File: src/rtl/estado_temp_multi.sv
// Multi-channel temperature supervisor: per-channel NORMAL/BAJO/ALTO/ALERTA FSM with
// internal persistence counting, hysteresis on alert exit, and global alert aggregation.
module estado_temp_multi #(
   parameter int N_CANALES    = 4,
   parameter int ANCHO        = 11,
   parameter int TEMP_BAJO    = 180,
   parameter int TEMP_ALTO    = 259,
   parameter int HISTERESIS   = 4,
   parameter int PERSISTENCIA = 8
) (
   input  logic                                 clk,
   input  logic                                 rst,
   input  logic                                 muestra_valida,
   input  logic [N_CANALES*ANCHO-1:0]           temp_registrado,
   input  logic [N_CANALES-1:0]                 canal_habilitado,
   output logic [2*N_CANALES-1:0]               estado_actual,
   output logic [N_CANALES-1:0]                 alerta,
   output logic [N_CANALES-1:0]                 calefactor,
   output logic [N_CANALES-1:0]                 ventilador,
   output logic                                 alerta_global,
   output logic [$clog2(N_CANALES+1)-1:0]       num_alertas
);

   localparam int CW = $clog2(PERSISTENCIA + 1);
   localparam int NA = $clog2(N_CANALES + 1);

   localparam logic signed [ANCHO-1:0] T_BAJO = ANCHO'(TEMP_BAJO);
   localparam logic signed [ANCHO-1:0] T_ALTO = ANCHO'(TEMP_ALTO);
   localparam logic signed [ANCHO-1:0] REC_LO = ANCHO'(TEMP_BAJO + HISTERESIS);
   localparam logic signed [ANCHO-1:0] REC_HI = ANCHO'(TEMP_ALTO - HISTERESIS);
   localparam logic [CW-1:0]           CNT_LIM = CW'(PERSISTENCIA - 1);
   localparam logic [CW-1:0]           CNT_UNO = CW'(1);

   if (PERSISTENCIA < 2) begin : g_chk_pers
      $error("estado_temp_multi: PERSISTENCIA must be >= 2");
   end
   if (TEMP_BAJO + HISTERESIS > TEMP_ALTO - HISTERESIS) begin : g_chk_hist
      $error("estado_temp_multi: hysteresis band is empty");
   end

   typedef enum logic [1:0] {
      NORMAL = 2'b00,
      BAJO   = 2'b01,
      ALTO   = 2'b10,
      ALERTA = 2'b11
   } estado_t;

   for (genvar i = 0; i < N_CANALES; i++) begin : g_canal
      estado_t                 state_q, state_d;
      logic [CW-1:0]           cnt_q, cnt_d;
      logic signed [ANCHO-1:0] ult_q, ult_d;
      logic signed [ANCHO-1:0] t;
      logic                    frio, caliente, recuperado;
      logic                    alerta_c, calef_c, vent_c;

      assign t          = temp_registrado[i*ANCHO +: ANCHO];
      assign frio       = (t < T_BAJO);
      assign caliente   = (t > T_ALTO);
      assign recuperado = (t >= REC_LO) && (t <= REC_HI);

      always_ff @(posedge clk) begin
         if (rst) begin
            state_q <= NORMAL;
            cnt_q   <= '0;
            ult_q   <= '0;
         end else begin
            state_q <= state_d;
            cnt_q   <= cnt_d;
            ult_q   <= ult_d;
         end
      end

      // A disabled channel is parked in NORMAL; otherwise only valid samples move it.
      always_comb begin
         state_d = state_q;
         cnt_d   = cnt_q;
         ult_d   = ult_q;
         if (!canal_habilitado[i]) begin
            state_d = NORMAL;
            cnt_d   = '0;
            ult_d   = '0;
         end else begin
            if (muestra_valida) begin
               ult_d = t;
            end
            case (state_q)
               NORMAL: begin
                  if (muestra_valida) begin
                     if (frio) begin
                        state_d = BAJO;
                        cnt_d   = CNT_UNO;
                     end else if (caliente) begin
                        state_d = ALTO;
                        cnt_d   = CNT_UNO;
                     end else begin
                        cnt_d   = '0;
                     end
                  end
               end
               BAJO: begin
                  if (muestra_valida) begin
                     if (frio) begin
                        if (cnt_q == CNT_LIM) begin
                           state_d = ALERTA;
                           cnt_d   = '0;
                        end else begin
                           cnt_d   = cnt_q + CNT_UNO;
                        end
                     end else if (caliente) begin
                        state_d = ALTO;
                        cnt_d   = CNT_UNO;
                     end else begin
                        state_d = NORMAL;
                        cnt_d   = '0;
                     end
                  end
               end
               ALTO: begin
                  if (muestra_valida) begin
                     if (caliente) begin
                        if (cnt_q == CNT_LIM) begin
                           state_d = ALERTA;
                           cnt_d   = '0;
                        end else begin
                           cnt_d   = cnt_q + CNT_UNO;
                        end
                     end else if (frio) begin
                        state_d = BAJO;
                        cnt_d   = CNT_UNO;
                     end else begin
                        state_d = NORMAL;
                        cnt_d   = '0;
                     end
                  end
               end
               ALERTA: begin
                  if (muestra_valida && recuperado) begin
                     state_d = NORMAL;
                     cnt_d   = '0;
                  end
               end
               default: begin
                  state_d = NORMAL;
                  cnt_d   = '0;
               end
            endcase
         end
      end

      // Outputs depend only on registered state and last sample, so they change on the clock edge.
      always_comb begin
         alerta_c = (state_q == ALERTA);
         calef_c  = alerta_c && (ult_q < T_BAJO);
         vent_c   = alerta_c && (ult_q > T_ALTO);
      end

      assign estado_actual[2*i +: 2] = state_q;
      assign alerta[i]               = alerta_c;
      assign calefactor[i]           = calef_c;
      assign ventilador[i]           = vent_c;
   end

   always_comb begin
      num_alertas = '0;
      for (int i = 0; i < N_CANALES; i++) begin
         num_alertas = num_alertas + NA'(alerta[i]);
      end
   end

   assign alerta_global = |alerta;

endmodule

File: config.mk
export PLATFORM = sky130hd
export DESIGN_NAME = estado_temp_multi
export DESIGN_NICKNAME = d
export VERILOG_FILES = /design/src/rtl/estado_temp_multi.sv
export SDC_FILE = /design/constraint.sdc
export NUM_CORES = 1
export LEC_CHECK = 0
export ABC_AREA = 1
export ABC_CLOCK_PERIOD_IN_PS = 3400
export CORE_MARGIN = 2
export CORE_UTILIZATION = 56
export CTS_CLUSTER_DIAMETER = 30
export DETAILED_ROUTE_END_ITERATION = 7
export GPL_TIMING_DRIVEN = 0
export PLACE_DENSITY = 0.92
export SYNTH_ARGS = -nofsm -noshare
export SYNTH_HDL_FRONTEND = slang
export SYNTH_SLANG_ARGS = --single-unit
export TNS_END_PERCENT = 100
File: constraint.sdc
create_clock -name clk -period 3.4 [get_ports clk]
set_input_delay 0.85 -clock clk [delete_from_list [all_inputs] [get_ports clk]]
set_output_delay 0.85 -clock clk [all_outputs]
set_load 0.01 [all_outputs]
==> results of run 1 <==
## cell usage after synthesis (5+ instances only)
| master | number | area [sq um] |
|---|---|---|
| a21oi_1 | 53 | 265.3 |
| buf_4 | 12 | 90.09 |
| nand3_1 | 41 | 205.2 |
| o21ai_0 | 36 | 180.2 |
| inv_1 | 73 | 274.0 |
| clkbuf_1 | 8 | 30.03 |
| nor2_1 | 58 | 217.7 |
| xor2_1 | 6 | 52.55 |
| ha_1 | 7 | 87.58 |
| o21bai_1 | 5 | 37.54 |
| nand2_1 | 154 | 578.1 |
| nand2_2 | 11 | 68.82 |
| dfxtp_1 | 60 | 1201 |
| nor3_1 | 12 | 60.06 |
## layout make-up
type	instances	area, sq um	share of cell area
Clock buffer	11	141.4	0.03069
Inverter	77	294.0	0.06382
Tap cell	77	96.34	0.02091
Clock inverter	3	15.01	0.003259
Sequential cell	60	1209	0.2624
Buffer	23	133.9	0.02906
Timing Repair Buffer	65	653.1	0.1418
Multi-Input combinational cell	418	2064	0.4481
## per-layer routing
metal / vias up / routed length [microns]
li1: 2008 / -
met1: 1893 / 4191
met2: 199 / 5095
met3: 33 / 687
met4: 0 / 291
met5: - / 0
## state kept, by name, indices dropped and copies added, names as in the netlist
| register | flops |
|---|---|
| g_canal.state_q | 8 |
| g_canal.ult_q | 36 |
| g_canal.cnt_q | 16 |
## kinds of logic after synthesis
kind of cell,synth area share
buf+inv,0.1160
xor+xnor,0.01425
simple gates,0.3348
fa+ha+maj,0.02917
flops,0.3256
compound gates,0.1801
## critical path, stage by stage (launching register included)
cell and delay (ps):
dfxtp_2 400, nand2_2 140, fa_1 520, inv_1 40, ha_1 170, ha_1 180
clkdlybuf4s50_1 470
## repair_timing
action                     CTS  global route
resized for setup            7             2
pin swaps                    0             0
setup endpoints to repair    1             1
## report_power, final
part / switching [mW] / internal [mW]
clock network: 0.280 / 0.272
registers: 0.0233 / 0.730
logic: 0.173 / 0.123
total: 0.476 / 1.13
## worst paths after layout
check                                      startpoint                   to  slack [ps]  cells after the start
worst max-delay path            g_canal[1].state_q[0]       num_alertas[2]         280                      6
worst min-delay path              g_canal[1].ult_q[3]  g_canal[1].ult_q[3]         470                      2
worst max register to register    g_canal[0].cnt_q[0]  g_canal[0].cnt_q[0]        1890                      9
worst min register to register    g_canal[1].ult_q[3]  g_canal[1].ult_q[3]         470                      2
## per-stage QoR
stage          instances  setup WS, ps
4_1_cts              734         11.79
3_5_place_dp         720         256.2
6_report             734         280.3
2_1_floorplan        578         923.5
5_1_grt              734         196.2
3_3_place_gp         720         267.0
==> run summary, run 1 <==
Power
* power per cell area: 347.6 nW/um^2
* power consumption: 1.601 mW
* leakage power: 2.195 nW
* peak ir drop on the vdd network: 0.2353 mV

Final layout
* commonest non-fill, non-tap cell in the layout: nand2_1
* Util after Layout: 0.7255
* layout cells sized above 1: 0.09437
* number of diodes added for antenna fixing: 0
* relative area change from synthesis to final layout: 24.90%
* top library cells by usage in the layout, fill and taps aside: nand2_1, inv_1, clkdlybuf4s50_1, nor2_1, dfxtp_1
* Layout fillers: 511
* area of all placed cells without fillers: 4607 sq um
* layout net count: 713

Clocking
* buffer count from post-CTS setup fixing: 0
* Max clock buf depth: 2
* H-Tree Depth: 3
* clock-pin slew of the registers on the worst-case setup and hold paths: 60 ps
* Root Buffer Master: clkbuf_8
* CTS Buf Count: 9
* CTS tree: built
* Clock Latency Late Sink: 340 ps
* hold buffer count at CTS: 0
* clk sink count: 60

Global routing
* met1 GRT Util: 0.3559
* number of antenna violations at the first check in global routing: 0
* largest net degree at the start of global routing: 11
* fraction of met2 tracks used by global routing: 0.5085
* total overflow reported by the global router: 0
* global routing usage on met3: 0.04475
* Total Routing Usage GR: 0.2937
* global-route wire length before repair: 17380 microns
* most utilized layer in the global route result: met2
* number of global-route vias before repair: 3888

Logic synthesis
* Syn. warnings: 0
* synthesized netlist net count: 637
* number of unique standard cell types used by synthesis: 33
* synthesized instance count: 578
* flip-flop cell with the highest count after synthesis: dfxtp_1
* mean cell area of the mapped netlist: 6.382 sq um
* Async S/R FF share, synth: 0
* number of storage elements in the synthesis netlist: 60
* sequential fraction of the synthesis area: 0.3256
* Post-synth EDFFs: 0
* Synth Cell Area: 3689 sq um

Hold path
* min-delay worst type: reg2reg

Floorplan
* top-level I/O count: 75
* width of the die: 85.16 microns
* area of the placeable core: 6350 sq um
* standard-cell rows: 29
* DIE AREA: 7252 sq um
* DIE HEIGHT: 85.16 microns
* initial core utilization: 0.5809

Placement
* I/O Buffers: 65
* instance area at placement: 4436 sq um
* Detail Placement HPWL: 7656 microns
* placer's final routability congestion estimate: 0.9384

Outcome
* status: complete, no violations

Routing
* Vias: 4133
* DRC marker count from the first detailed-route iteration: 411
* via count normalized by instance count: 5.631
* remaining antenna violation count after routing: 0
* number of detailed-route iterations in the first pass: 6
* routed wire length per instance: 13.99 microns
* drc violations: 0
* total wire length after detailed routing: 10270 microns

Critical path
* kind of start point of the critical path: flop
* worst setup path category: reg2out
* Worst Setup End Kind: output pin
* Critical Path RT: 2550 ps
* Data arrival, critical path: 2270 ps
* maximum fanout along the worst path: 7

Timing
* shortest period the worst path allows: 3120 ps
* clock skew after layout: 5.523 ps
* hold violation count in the final report: 0
* unrepaired setup endpoints after global routing: false
* aggregate negative setup slack: 0 ps
* Pins Over Slew Limit: 0
* final-layout worst hold slack: 466.7 ps
* transition at the pin with the smallest max-transition slack: 560.8 ps
* Final period util: 0.9176
* tightest slew margin relative to the limit: 0.6262
* Achievable Freq: 320.5 MHz
* final setup fails: 0

Job
* max-cap check violation count: 0

No activity file was read; power rests on OpenSTA's default activity.
==> run 2, diff against run 1 <==
Settings changed: GPL_ROUTABILITY_DRIVEN set to 0.
==> results of run 2 <==
The final DEF is identical to that of run 1; final timing and power are the same.
